File: config.mk
export PLATFORM = sky130hd
export DESIGN_NAME = seq_pattern_tx
export DESIGN_NICKNAME = d
export VERILOG_FILES = /design/src/rtl/seq_pattern_tx.sv
export SDC_FILE = /design/constraint.sdc
export NUM_CORES = 1
export LEC_CHECK = 0
export ABC_CLOCK_PERIOD_IN_PS = 2200
export CORE_UTILIZATION = 39
export CTS_CLUSTER_SIZE = 8
export DETAILED_ROUTE_END_ITERATION = 7
export GPL_TIMING_DRIVEN = 0
export SYNTH_ARGS = -nofsm -noshare
export SYNTH_HDL_FRONTEND = slang
export SYNTH_SLANG_ARGS = --single-unit
File: constraint.sdc
create_clock -name clk -period 2.2 [get_ports clk]
set_input_delay 0.66 -clock clk [delete_from_list [all_inputs] [get_ports clk]]
set_output_delay 0.66 -clock clk [all_outputs]
set_load 0.03 [all_outputs]
File: src/rtl/seq_pattern_tx.sv
// -----------------------------------------------------------------------------
// seq_pattern_tx -- serial test-pattern generator
//
// Captures a PAT_W-bit pattern on a start request and shifts it out MSB first
// on x, one bit per clock. The pattern is sent repeat_cnt+1 times. Between
// repeats the stream either continues with no bubble (GAP_CYCLES=0) or idles
// for GAP_CYCLES cycles with x=0 / valid=0.
//
// Ports
//   clk        in   rising-edge clock
//   rst        in   asynchronous active-high reset
//   start      in   transmission request, honoured only in IDLE
//   pattern    in   PAT_W-bit pattern, captured on the accepting edge
//   repeat_cnt in   extra repetitions (total sends = repeat_cnt+1)
//   x          out  serial data, registered
//   valid      out  x carries a pattern bit this cycle, registered
//   busy       out  high in SEND and GAP
//   done       out  one-cycle completion pulse
//   state      out  FSM state: IDLE=00 SEND=01 GAP=10 DONE=11
// -----------------------------------------------------------------------------
module seq_pattern_tx #(
  parameter int PAT_W      = 4,
  parameter int GAP_CYCLES = 0,
  parameter int RC_W       = 4
) (
  input  logic             clk,
  input  logic             rst,
  input  logic             start,
  input  logic [PAT_W-1:0] pattern,
  input  logic [RC_W-1:0]  repeat_cnt,
  output logic             x,
  output logic             valid,
  output logic             busy,
  output logic             done,
  output logic [1:0]       state
);

  localparam logic [1:0] S_IDLE = 2'b00;
  localparam logic [1:0] S_SEND = 2'b01;
  localparam logic [1:0] S_GAP  = 2'b10;
  localparam logic [1:0] S_DONE = 2'b11;

  localparam int BW = (PAT_W > 2) ? $clog2(PAT_W) : 1;
  localparam logic [BW-1:0] BIT_LAST = BW'(PAT_W - 1);
  // Gap counter is loaded with GAP_CYCLES-1 so the GAP state lasts exactly
  // GAP_CYCLES cycles; clamped so GAP_CYCLES=0 still elaborates cleanly.
  localparam logic [3:0]    GAP_LAST = (GAP_CYCLES > 0) ? 4'(GAP_CYCLES - 1) : 4'd0;

  logic [1:0]       state_q,  state_d;
  logic [PAT_W-1:0] hold_q,   hold_d;
  logic [PAT_W-1:0] shift_q,  shift_d;
  logic [BW-1:0]    bitcnt_q, bitcnt_d;
  logic [RC_W-1:0]  reps_q,   reps_d;
  logic [3:0]       gapcnt_q, gapcnt_d;
  logic             x_q,      x_d;
  logic             valid_q,  valid_d;
  logic             busy_q,   busy_d;
  logic             done_q,   done_d;

  // The shift register always holds the bits still to be sent, MSB-aligned:
  // when a bit is driven onto x, the register shifts so its MSB is the next
  // bit. bitcnt counts bits remaining after the one currently on x.
  always_comb begin
    state_d  = state_q;
    hold_d   = hold_q;
    shift_d  = shift_q;
    bitcnt_d = bitcnt_q;
    reps_d   = reps_q;
    gapcnt_d = gapcnt_q;
    x_d      = x_q;
    valid_d  = valid_q;
    busy_d   = busy_q;
    done_d   = done_q;

    case (state_q)
      S_IDLE: begin
        if (start) begin
          hold_d   = pattern;
          shift_d  = pattern << 1;
          reps_d   = repeat_cnt;
          bitcnt_d = BIT_LAST;
          x_d      = pattern[PAT_W-1];
          valid_d  = 1'b1;
          busy_d   = 1'b1;
          state_d  = S_SEND;
        end
      end

      S_SEND: begin
        if (bitcnt_q != '0) begin
          x_d      = shift_q[PAT_W-1];
          shift_d  = shift_q << 1;
          bitcnt_d = bitcnt_q - BW'(1);
        end else if (reps_q == '0) begin
          state_d = S_DONE;
          x_d     = 1'b0;
          valid_d = 1'b0;
          busy_d  = 1'b0;
          done_d  = 1'b1;
        end else begin
          reps_d = reps_q - RC_W'(1);
          if (GAP_CYCLES == 0) begin
            // Back-to-back: next MSB follows the last bit with no bubble.
            x_d      = hold_q[PAT_W-1];
            shift_d  = hold_q << 1;
            bitcnt_d = BIT_LAST;
          end else begin
            // Reload the full pattern; its MSB is presented on the last gap edge.
            state_d  = S_GAP;
            x_d      = 1'b0;
            valid_d  = 1'b0;
            shift_d  = hold_q;
            gapcnt_d = GAP_LAST;
          end
        end
      end

      S_GAP: begin
        if (gapcnt_q == '0) begin
          x_d      = shift_q[PAT_W-1];
          shift_d  = shift_q << 1;
          bitcnt_d = BIT_LAST;
          valid_d  = 1'b1;
          state_d  = S_SEND;
        end else begin
          gapcnt_d = gapcnt_q - 4'd1;
        end
      end

      default: begin  // S_DONE: one cycle, start ignored
        done_d  = 1'b0;
        state_d = S_IDLE;
      end
    endcase
  end

  always_ff @(posedge clk or posedge rst) begin
    if (rst) begin
      state_q  <= S_IDLE;
      hold_q   <= '0;
      shift_q  <= '0;
      bitcnt_q <= '0;
      reps_q   <= '0;
      gapcnt_q <= '0;
      x_q      <= 1'b0;
      valid_q  <= 1'b0;
      busy_q   <= 1'b0;
      done_q   <= 1'b0;
    end else begin
      state_q  <= state_d;
      hold_q   <= hold_d;
      shift_q  <= shift_d;
      bitcnt_q <= bitcnt_d;
      reps_q   <= reps_d;
      gapcnt_q <= gapcnt_d;
      x_q      <= x_d;
      valid_q  <= valid_d;
      busy_q   <= busy_d;
      done_q   <= done_d;
    end
  end

  assign x     = x_q;
  assign valid = valid_q;
  assign busy  = busy_q;
  assign done  = done_q;
  assign state = state_q;

endmodule

After elaboration in Yosys (flattened, before gate mapping)
Index checks and enable logic that the tools add are counted. Widths: inputs -> output; s select.

Logic and storage cells: 72. Flip-flop bits (word level): 24. Bits of input ports: 11.

Reductions and logical operators: 16. Bitwise gates (word level): 2. Eq/ne operators: 8. $add $sub $neg: 3. Mux-type cells: 33.

Operators with widths (number): $mux 4 (7); $mux 2 (8); $reduce_and 4->1 (4); $pmux 2 s3 (2); $pmux 4 s3 (1); $mux 1 (10); $ne 2x2->1 const B (5); $logic_not 4->1 (2); $pmux 4 s2 (1); $sub 4x1->4 const B (2); $pmux 1 s3 (2); $reduce_and 3->1 (2); $reduce_and 5->1 (1); $pmux 1 s2 (2); $reduce_and 2->1 (2); $reduce_bool 2->1 (2); $ne 3x3->1 const B (1); $reduce_bool 3->1 (1); $eq 2x1->1 const B (1); $eq 2x2->1 const B (1); $logic_not 2->1 (1); $not 1->1 (2); $reduce_or 2->1 (1); $sub 2x1->2 const B (1).

Depth between registers and ports, before layout
Gate-level depths: netlist of run 1.

Depth after elaboration: 4. Depth in mapped cells: 7.

Worst setup path before layout of run 1
No wires, ideal clock.

Kind: flip-flop to flip-flop. Start: register state_q[0] (netlist: state[0]). End: register gapcnt_q[3]. Path buffers: 1. Library setup time: 0.118 ns. Data required time: 2.082 ns. Arrival time: 1.824 ns. Setup slack: 0.257 ns. Cell stages (with the launch flop): 6. Path through: dfrtp_1 inv_1 ha_1 buf_2 or4b_2 a21o_1.

Longest elaborated chain between the ends: 2.

Ends and longest elaborated chain: start, declared (RTL line 49) `logic [1:0] state_q, state_d;`; start signal, assigned (RTL line 150) `state_q <= state_d;`; $eq 2x2->1 (RTL line 75) `case (state_q)`; $reduce_and 2->1 (no source line); end signal, assigned (RTL line 155) `gapcnt_q <= gapcnt_d;`; end, declared (RTL line 54) `logic [3:0] gapcnt_q, gapcnt_d;`.

No other way between the ends. A chain may end at the register's enable or synchronous reset.

Worst setup path in the final report of run 1
Start: register state_q[0] (netlist: state[0]). End: output state[0].

RTL lines: end, declared (RTL line 35) `output logic [1:0] state`.

No word-level cell between the ends.

==> results of run 1 <==
-- cells in the mapped netlist (3+ instances only) --
| cell | instances | share of area [%] |
|---|---|---|
| a31oi_1 | 4 | 1.9 |
| ha_1 | 8 | 7.5 |
| nor2_1 | 6 | 1.7 |
| o22ai_1 | 4 | 1.9 |
| nand2_1 | 12 | 3.4 |
| inv_1 | 13 | 3.7 |
| nand3_1 | 7 | 2.6 |
| o21ai_0 | 14 | 5.3 |
| nand4_1 | 3 | 1.4 |
| dfrtp_1 | 23 | 43 |
| a21oi_1 | 8 | 3.0 |
| nand2b_1 | 4 | 1.9 |
| clkbuf_1 | 3 | 0.85 |
| mux2_2 | 7 | 5.9 |
-- layout make-up --
| type | count | area, um^2 | share of cell area [%] |
|---|---|---|---|
| timing repair buffer | 16 | 162.7 | 10.32 |
| tap | 44 | 55.05 | 3.492 |
| clock buffer | 3 | 22.52 | 1.429 |
| clock inverter | 1 | 5.005 | 0.3175 |
| sequential | 23 | 575.6 | 36.51 |
| buffer | 4 | 16.27 | 1.032 |
| multi-input combinational | 100 | 690.7 | 43.81 |
| inverter | 13 | 48.80 | 3.095 |
-- sequential cells by signal, indices dropped and copies added, names as in the netlist --
register  flops
x             1
gapcnt_q      4
reps_q        4
hold_q        4
state         2
valid         1
shift_q       3
done          1
busy          1
bitcnt_q      2
-- metal layers --
metal	vias up	track usage, %	routed length, um
met5	-	0	0
li1	542	-	-
met3	2	4.904	100
met1	556	22.73	1328
met4	0	3.987	19
met2	17	31.87	1518
-- kinds of logic after synthesis --
logic type / synth area share (%)
adder cells (fa/ha/maj): 7.533
AND/OR/NAND/NOR: 16.48
flip-flops: 43.31
AO/OA/AOI/OAI: 19.68
multiplexers: 7.439
buffers and inverters: 4.896
XOR/XNOR: 0.6593
-- tightest hold or removal path, stage by stage, from the launching register on --
cell	delay, ns
dfrtp_1	0.38
nand2_1	0.05
o21ai_0	0.06
-- placed cells by master (no fill, tap or decap), types with 3 or more instances in the layout --
| cell | n |
|---|---|
| a21oi_1 | 8 |
| a31oi_1 | 4 |
| clkbuf_1 | 3 |
| clkbuf_4 | 3 |
| clkdlybuf4s50_1 | 15 |
| dfrtp_1 | 23 |
| ha_1 | 8 |
| inv_1 | 13 |
| mux2_2 | 7 |
| nand2_1 | 12 |
| nand2b_1 | 4 |
| nand3_1 | 7 |
| nand4_1 | 3 |
| nor2_1 | 6 |
| o21ai_0 | 14 |
| o22ai_1 | 4 |
-- path summary, 6_finish.rpt --
kind	to	cells after the start	slack (ns)
worst max-delay path	state[0]	1	0.08
worst min-delay path	hold_q[0]	2	0.51
worst max register to register	shift_q[3]	5	0.16
worst min register to register	hold_q[0]	2	0.51
max in group asynchronous	busy	2	0.82
min in group asynchronous	shift_q[1]	2	0.82
-- stage by stage --
| stage | setup slack (ns) | hold WS, ns | total power, mW | instances | cell area (um^2) |
|---|---|---|---|---|---|
| floorplan | 0.2574 | 0.4502 | 0.4383 | 140 | 1329 |
| global placement | -0.2481 | 0.4828 | 0.4613 | 200 | 1544 |
| detailed placement | -0.2574 | 0.4902 | 0.4618 | 200 | 1544 |
| CTS | 0.03345 | 0.5211 | 0.6686 | 204 | 1572 |
| global route | 0.0002371 | 0.5269 | 0.6849 | 204 | 1577 |
| finish | 0.07942 | 0.5090 | 0.6580 | 204 | 1577 |
-- report_power, final --
group          switching [mW]  leakage [nW]  internal (mW)
clock                   0.137        0.0177         0.0681
combinational          0.0142         0.405         0.0163
sequential                  0         0.301          0.423
-- timing repair --
action                     CTS  global route
gates resized for setup      0             2
setup endpoints to repair    0             3
hold endpoints to repair     0             0
==> flow_summary.yaml, run 1 <==
floorplan:
  die-area_um2: 3645
  die_h_um: 60.37
  die_x_um: 60.37
  fp-row-count: 20
  coreArea_um2: 3153
  initial_core_util_pct: 42.14
  pin_count: 17
clocking:
  clk_latency_ns: 0.32
  cts_buffer_depth: 2
  cts_tree: "yes"
  numCtsBuffers: 3
  cts_hold_buf: 0
  htree_levels: 1
  cts_setup_buffers: 0
  cts_sinks: 23
  root_buffer: "clkbuf_4"
  clk_pin_slew_ns: 0.14
setup_path:
  endpoint_kind: "output pin"
  crit_required_ns: 1.54
  path_buf_inv: 1
  crit_path_start: "state[0]"
  cpPeakStageDelay_ns: 0.70
  crit_chain: "clkdlybuf4s50_1"
  path_max_fanout: 5
  crit_arrival_ns: 1.46
  worstReg2RegStart: "reps_q[0]"
  critical_path_class: "reg2out"
  crit_family: "buffers and inverters"
  startpoint_type: "register"
  cp_slowest_cell: "clkdlybuf4s50_1"
grt:
  grt_usage_pct: 18.32
  grt_overflow_total: 0
  grt_pass1_wl_um: 4830
  antenna_found_initial: 0
  grt_pass1_vias: 1021
  grt_max_degree: 24
route:
  wire_per_inst_um: 14.54
  drtIter0Drc: 71
  vias_per_cell: 5.475
  vias: 1117
  route.detailed.drc: 0
  wirelength_um: 2967
  ant_nets: 0
  drt-pass1-iter-count: 4
yosys:
  ys_seq_area_share_pct: 43.31
  synth_edf_count: 0
  synth.avg_cell_area_um2: 9.491
  netlist_area_um2: 1329
  postSynth.asyncResetShare_pct: 100.0
  synth-warning-count: 0
  syn_inst: 140
  synth_nets: 159
  ys_ff_latch: 23
  synthFlopType: "dfrtp_1"
  synth.distinct_cells: 34
timing:
  worstMarginPinSlew_ns: 0.9131
  setup_viol_count_final: 0
  fin_tns_setup_ns: 0
  hold_violations: 0
  max_slew_margin_pct: 39.06
  fin_crit_sh_pct: 96.39
  period_minus_slack_ns: 2.121
  fmax_ghz: 0.4716
  final-max-slew-violation-count: 0
  finalClockSkew_ns: 0.005747
  grt_setup_unrepaired: "false"
worst_hold_path:
  holdCritPathClass: "reg2reg"
  hp-start: "hold_q[0]"
run:
  cap_violations: 0
layout:
  n_fill_cell: 315
  fin_util_pct: 50.00
  drive_gt1_share_pct: 12.50
  n_antenna_cell: 0
  nets: 180
  areaGrowthSynthToFinish_pct: 18.64
placement:
  portBuffers: 16
  dpl.hpwl_um: 2175
  gp_congestion: 0.8004
power_and_ir_drop:
  power.leakage_nw: 0.7241
  power.density_nw_per_um2: 417.4
  peakVddDrop_uv: 427.4
run_status:
  status: "finished, final reports clean"
Power figures use the tool's default switching activity.
==> inputs of run 2 (changes only) <==
- ABC_CLOCK_PERIOD_IN_PS: 2200 -> 2150
- clock period: 2.2 -> 2.15 ns (I/O delays scaled with it)
==> run 2 against run 1 <==
Sequential cell count did not move. Die area did not move. Non-clock buffer count did not move. Sequential share of layout area barely moved. Clock-buffer cell count did not move. Clock power rose by 2%. First-iteration DRC count fell by 9.9%. Clock skew barely moved. Core utilization barely moved. Critical path depth rose by 4. Cell area barely moved.
==> flow_summary.yaml, run 2 (synthesis results as in run 1) <==
setup_path:
  critical_path_class: "reg2reg"
  rr_endpoint: "shift_q[3]"
  worstReg2RegStart: "reps_q[0]"
  crit_chain: "inv_1 > ha_1 > or3b_2 > o21ai_2 > mux2_2"
  path_max_fanout: 6
  cpPeakStageDelay_ns: 0.55
  crit_path_start: "reps_q[0]"
  rr_worst_depth: 5
  endpoint_kind: "register"
  rrSetupSlack_ns: 0.12
  crit_required_ns: 2.37
  cp_slowest_cell: "or3b_2"
  crit_path_end: "shift_q[3]"
  startpoint_type: "register"
  crit_arrival_ns: 2.25
clocking:
  cts_setup_buffers: 0
  cts_buffer_depth: 2
  clk_latency_ns: 0.32
  clk_pin_slew_ns: 0.14
  cts_sinks: 23
  htree_levels: 1
  cts_hold_buf: 0
  cts_resized: 1
  cts_tree: "yes"
  root_buffer: "clkbuf_4"
  numCtsBuffers: 3
grt:
  grt_overflow_total: 0
  grt_usage_pct: 18.32
  grt_pass1_wl_um: 4830
  grt_pass1_vias: 1021
  grt_max_degree: 24
  antenna_found_initial: 0
timing:
  fin_crit_sh_pct: 94.59
  hold_violations: 0
  whs_ns: 0.5090
  setup_slack_ns: 0.1163
  fin_tns_setup_ns: 0
  final-max-slew-violation-count: 0
  grt_setup_unrepaired: "false"
  fmax_ghz: 0.4917
  setup_viol_count_final: 0
  finalClockSkew_ns: 0.005923
  period_minus_slack_ns: 2.034
  max_slew_margin_pct: 39.14
  worstMarginPinSlew_ns: 0.9119
layout:
  stdcell_area_um2: 1578
  regArea_um2: 575.6
  areaGrowthSynthToFinish_pct: 18.74
  n_fill_cell: 315
  final_common_cell: "dfrtp_1"
  layout_common_cells: "23 x dfrtp_1, 14 x o21ai_0, 14 x clkdlybuf4s50_1"
  top_regs: "gapcnt_q: 4 flops, hold_q: 4 flops, reps_q: 4 flops"
  nets: 180
  fin_util_pct: 50.04
  n_antenna_cell: 0
  drive_gt1_share_pct: 13.13
  instances_no_fill: 204
  multi_input_area_um2: 693.2
floorplan:
  die_x_um: 60.37
  die-area_um2: 3645
  fp-row-count: 20
  pin_count: 17
  die_h_um: 60.37
  coreArea_um2: 3153
  initial_core_util_pct: 42.14
placement:
  dp_cells: 200
  gp_congestion: 0.8004
  dpl_cell_area_um2: 1544
  dpl_worst_slack_ns: -0.2924
  dpl.hpwl_um: 2175
  portBuffers: 16
route:
  ant_nets: 0
  drtIter0Drc: 64
  vias_per_cell: 5.431
  route.detailed.drc: 0
  vias: 1108
  wire_per_inst_um: 14.49
  wirelength_um: 2956
  drt-pass1-iter-count: 4
run_status:
  status: "finished, final reports clean"
run:
  cap_violations: 0
power_and_ir_drop:
  power.leakage_nw: 0.7096
  totalPowerFinal_mw: 0.6734
  peakVddDrop_uv: 437.4
  power.density_nw_per_um2: 426.8
worst_hold_path:
  holdCritPathClass: "reg2reg"
  whs_path_depth: 2
run 2: changes by cell type in the layout (fill, tap and decap cells not counted), sizes merged:
cell | previous run | this run
clkdlybuf4s50 | 15 | 14
dlygate4sd2 | 0 | 1
run 2: metal layers:
layer | share of wire (%) | global-route usage [%]
met3 | 3.2 | 4.904
met4 | 0.64 | 3.987
met2 | 51 | 31.87
met5 | 0 | 0
met1 | 45 | 22.73
run 2: how the worst min path moves through the flow:
stage,startpoint,end,slack [ns]
2_1_floorplan,hold_q[0],hold_q[0],0.45
3_3_place_gp,hold_q[0],hold_q[0],0.48
3_5_place_dp,hold_q[0],hold_q[0],0.49
4_1_cts,gapcnt_q[0],gapcnt_q[0],0.52
5_1_grt,hold_q[0],hold_q[0],0.53
6_report,hold_q[0],hold_q[0],0.51
run 2: area by class of cell:
type | count | share of cell area [%]
clock inverter | 1 | 0.3172
clock buffer | 3 | 1.427
buffer | 4 | 1.031
timing repair buffer | 16 | 10.23
multi-input combinational | 100 | 43.93
inverter | 13 | 3.093
tap | 44 | 3.489
sequential | 23 | 36.48
run 2: critical path, delay by kind of cell (launching register included):
| kind | cells | cell delay [ns] |
|---|---|---|
| adder cells (fa/ha/maj) | 1 | 0.23 |
| AND/OR/NAND/NOR | 1 | 0.55 |
| multiplexers | 1 | 0.37 |
| buffers and inverters | 1 | 0.08 |
| AO/OA/AOI/OAI | 1 | 0.25 |
| flip-flops | 1 | 0.46 |
run 2: report_power, final:
part | switching (mW) | internal (mW) | leakage, nW
Combinational | 0.0147 | 0.0166 | 0.391
Sequential | 0 | 0.433 | 0.301
Clock | 0.140 | 0.0697 | 0.0177
Total | 0.154 | 0.519 | 0.710
==> inputs of run 3 (changes only) <==
- CTS_CLUSTER_DIAMETER: default -> 150
- RECOVER_POWER: default -> 25
- SETUP_SLACK_MARGIN: default -> 0.3
==> run 3 against run 2 <==
Core utilization rose by 3.5 points. Sequential cell count is the same. Sequential share of layout area fell by 2.2 points. Sequential power hardly changed. Power fell by 0.20%. Via count down 0.99%. Critical endpoint unchanged. Largest cell class unchanged. Largest power group unchanged.
==> flow_summary.yaml, run 3 (synthesis results as in run 1) <==
route:
  drtIter0Drc: 48
  vias_per_cell: 5.175
  route.detailed.drc: 0
  ant_nets: 0
  vias: 1097
  wire_per_inst_um: 13.78
  wirelength_um: 2922
  drt-pass1-iter-count: 4
layout:
  nets: 188
  stdcell_area_um2: 1688
  n_antenna_cell: 0
  areaGrowthSynthToFinish_pct: 27.02
  layout_common_cells: "20 x dfrtp_1, 13 x o21ai_0, 12 x nand2_1, 12 x inv_1"
  instances_no_fill: 212
  drive_gt1_share_pct: 23.21
  top_regs: "gapcnt_q: 4 flops, hold_q: 4 flops, reps_q: 4 flops"
  final_common_cell: "dfrtp_1"
power_and_ir_drop:
  clock_power_share_pct: 31.2
  pwr-share-seq_pct: 64.4
  power.internal_mw: 0.5180
  switching_share_pct: 22.92
  pwr-share-comb_pct: 4.4
  peakVddDrop_uv: 221.4
  p_sw_mw: 0.1540
  power.leakage_nw: 0.7639
  power.density_nw_per_um2: 398.1
floorplan:
  initial_core_util_pct: 42.14
  coreArea_um2: 3153
  die_h_um: 60.37
  pin_count: 17
  fp-row-count: 20
  die-area_um2: 3645
  die_x_um: 60.37
clocking:
  root_buffer: "clkbuf_4"
  cts_tree: "yes"
  cts_buffer_depth: 2
  cts_sinks: 23
  clk_latency_ns: 0.32
  numCtsBuffers: 3
  cts_hold_buf: 0
  clk_pin_slew_ns: 0.13
  htree_levels: 1
setup_path:
  endpoint_kind: "register"
  path_max_fanout: 4
  cpPeakStageDelay_ns: 0.43
  startpoint_type: "register"
  crit_required_ns: 2.38
  crit_arrival_ns: 2.16
  critical_path_class: "reg2reg"
  crit_chain: "inv_1 > ha_4 > or3b_1 > a211oi_4 > o21ai_4 > mux2_2"
  cp_slowest_cell: "or3b_1"
placement:
  dpl_cell_area_um2: 1551
  portBuffers: 16
  dpl_worst_slack_ns: -0.2722
  dp_cells: 200
  gp_congestion: 0.8164
  dpl.hpwl_um: 2124
grt:
  grt_max_degree: 24
  grt_usage_pct: 18.10
  antenna_found_initial: 0
  grt_pass1_wl_um: 4802
  grt_pass1_vias: 1046
  grt_overflow_total: 0
timing:
  period_minus_slack_ns: 1.936
  worstMarginPinSlew_ns: 0.8607
  hold_violations: 0
  fin_crit_sh_pct: 90.06
  setup_viol_count_final: 0
  setup_slack_ns: 0.2137
  finalClockSkew_ns: 0.001262
  fmax_ghz: 0.5165
  final-max-slew-violation-count: 0
  grt_setup_unrepaired: "true"
  max_slew_margin_pct: 42.56
worst_hold_path:
  holdCritPathClass: "reg2reg"
run_status:
  status: "finished, final reports clean"
run:
  cap_violations: 0
[run 3: cell count changes in the layout (fill, tap and decap cells not counted), sizes merged]
cell | before | now
clkdlybuf4s15 | 0 | 1
clkdlybuf4s50 | 14 | 8
clkbuf | 6 | 5
dlygate4sd3 | 0 | 1
buf | 1 | 10
dlygate4sd2 | 1 | 6
dlymetal6s2s | 1 | 0
[run 3: worst max-delay path: cells and delay by family (launching register included)]
family / cells / cell delay (ns)
AO/OA/AOI/OAI: 2 / 0.46
adder cells (fa/ha/maj): 1 / 0.14
buffers and inverters: 1 / 0.10
flip-flops: 1 / 0.41
multiplexers: 1 / 0.29
AND/OR/NAND/NOR: 1 / 0.43
[run 3: cell type report]
type | instances | area, um^2
Clock buffer | 3 | 22.52
Buffer | 4 | 26.28
Fill cell | 312 | 1465
Clock inverter | 1 | 5.005
Multi-Input combinational cell | 100 | 738.2
Inverter | 13 | 48.80
Sequential cell | 23 | 579.3
Timing Repair Buffer | 24 | 212.7
Tap cell | 44 | 55.05
[run 3: worst paths after layout]
| kind | from | end | cells past startpoint | slack [ns] |
|---|---|---|---|---|
| worst max-delay path | gapcnt_q[1] | shift_q[3] | 6 | 0.21 |
| worst min-delay path | hold_q[0] | hold_q[0] | 2 | 0.51 |
| worst max register to register | gapcnt_q[1] | shift_q[3] | 6 | 0.21 |
| worst min register to register | hold_q[0] | hold_q[0] | 2 | 0.51 |
| max in group asynchronous | rst | state[1] | 2 | 0.65 |
| min in group asynchronous | rst | gapcnt_q[0] | 2 | 0.92 |
[run 3: metrics by stage]
step	power, mW	hold WS [ns]	util [%]	setup TNS, ns
detailed placement	0.4721	0.4874	49.21	-1.682
floorplan	0.4485	0.4502	-	0
finish	0.6720	0.5120	53.53	0
CTS	0.6836	0.5196	51.67	0
global placement	0.4719	0.4814	49.21	-1.626
global route	0.6981	0.5330	53.53	0
[run 3: power by group through the flow]
stage | sequential (mW) | clock (mW) | combinational, mW
5_1_grt | 0.433 | 0.232 | 0.0335
3_3_place_gp | 0.441 | 0 | 0.0312
6_report | 0.433 | 0.210 | 0.0298
3_5_place_dp | 0.441 | 0 | 0.0314
2_1_floorplan | 0.441 | 0 | 0.00774
4_1_cts | 0.433 | 0.220 | 0.0310
[run 3: metal layers]
metal	track usage, %	up-vias	part of all wire [%]
li1	-	555	-
met1	23.00	524	45
met2	30.77	13	50
met3	2.345	5	3.1
met4	7.973	0	1.9
met5	0	-	0
[run 3: what timing repair did]
item                                   CTS  global route
setup buffers                            3             5
endpoints found under the hold margin    0             0
gates cloned                             0             0
setup endpoints to repair               19            12
resized for setup                       18            11
pin swaps                                2             1
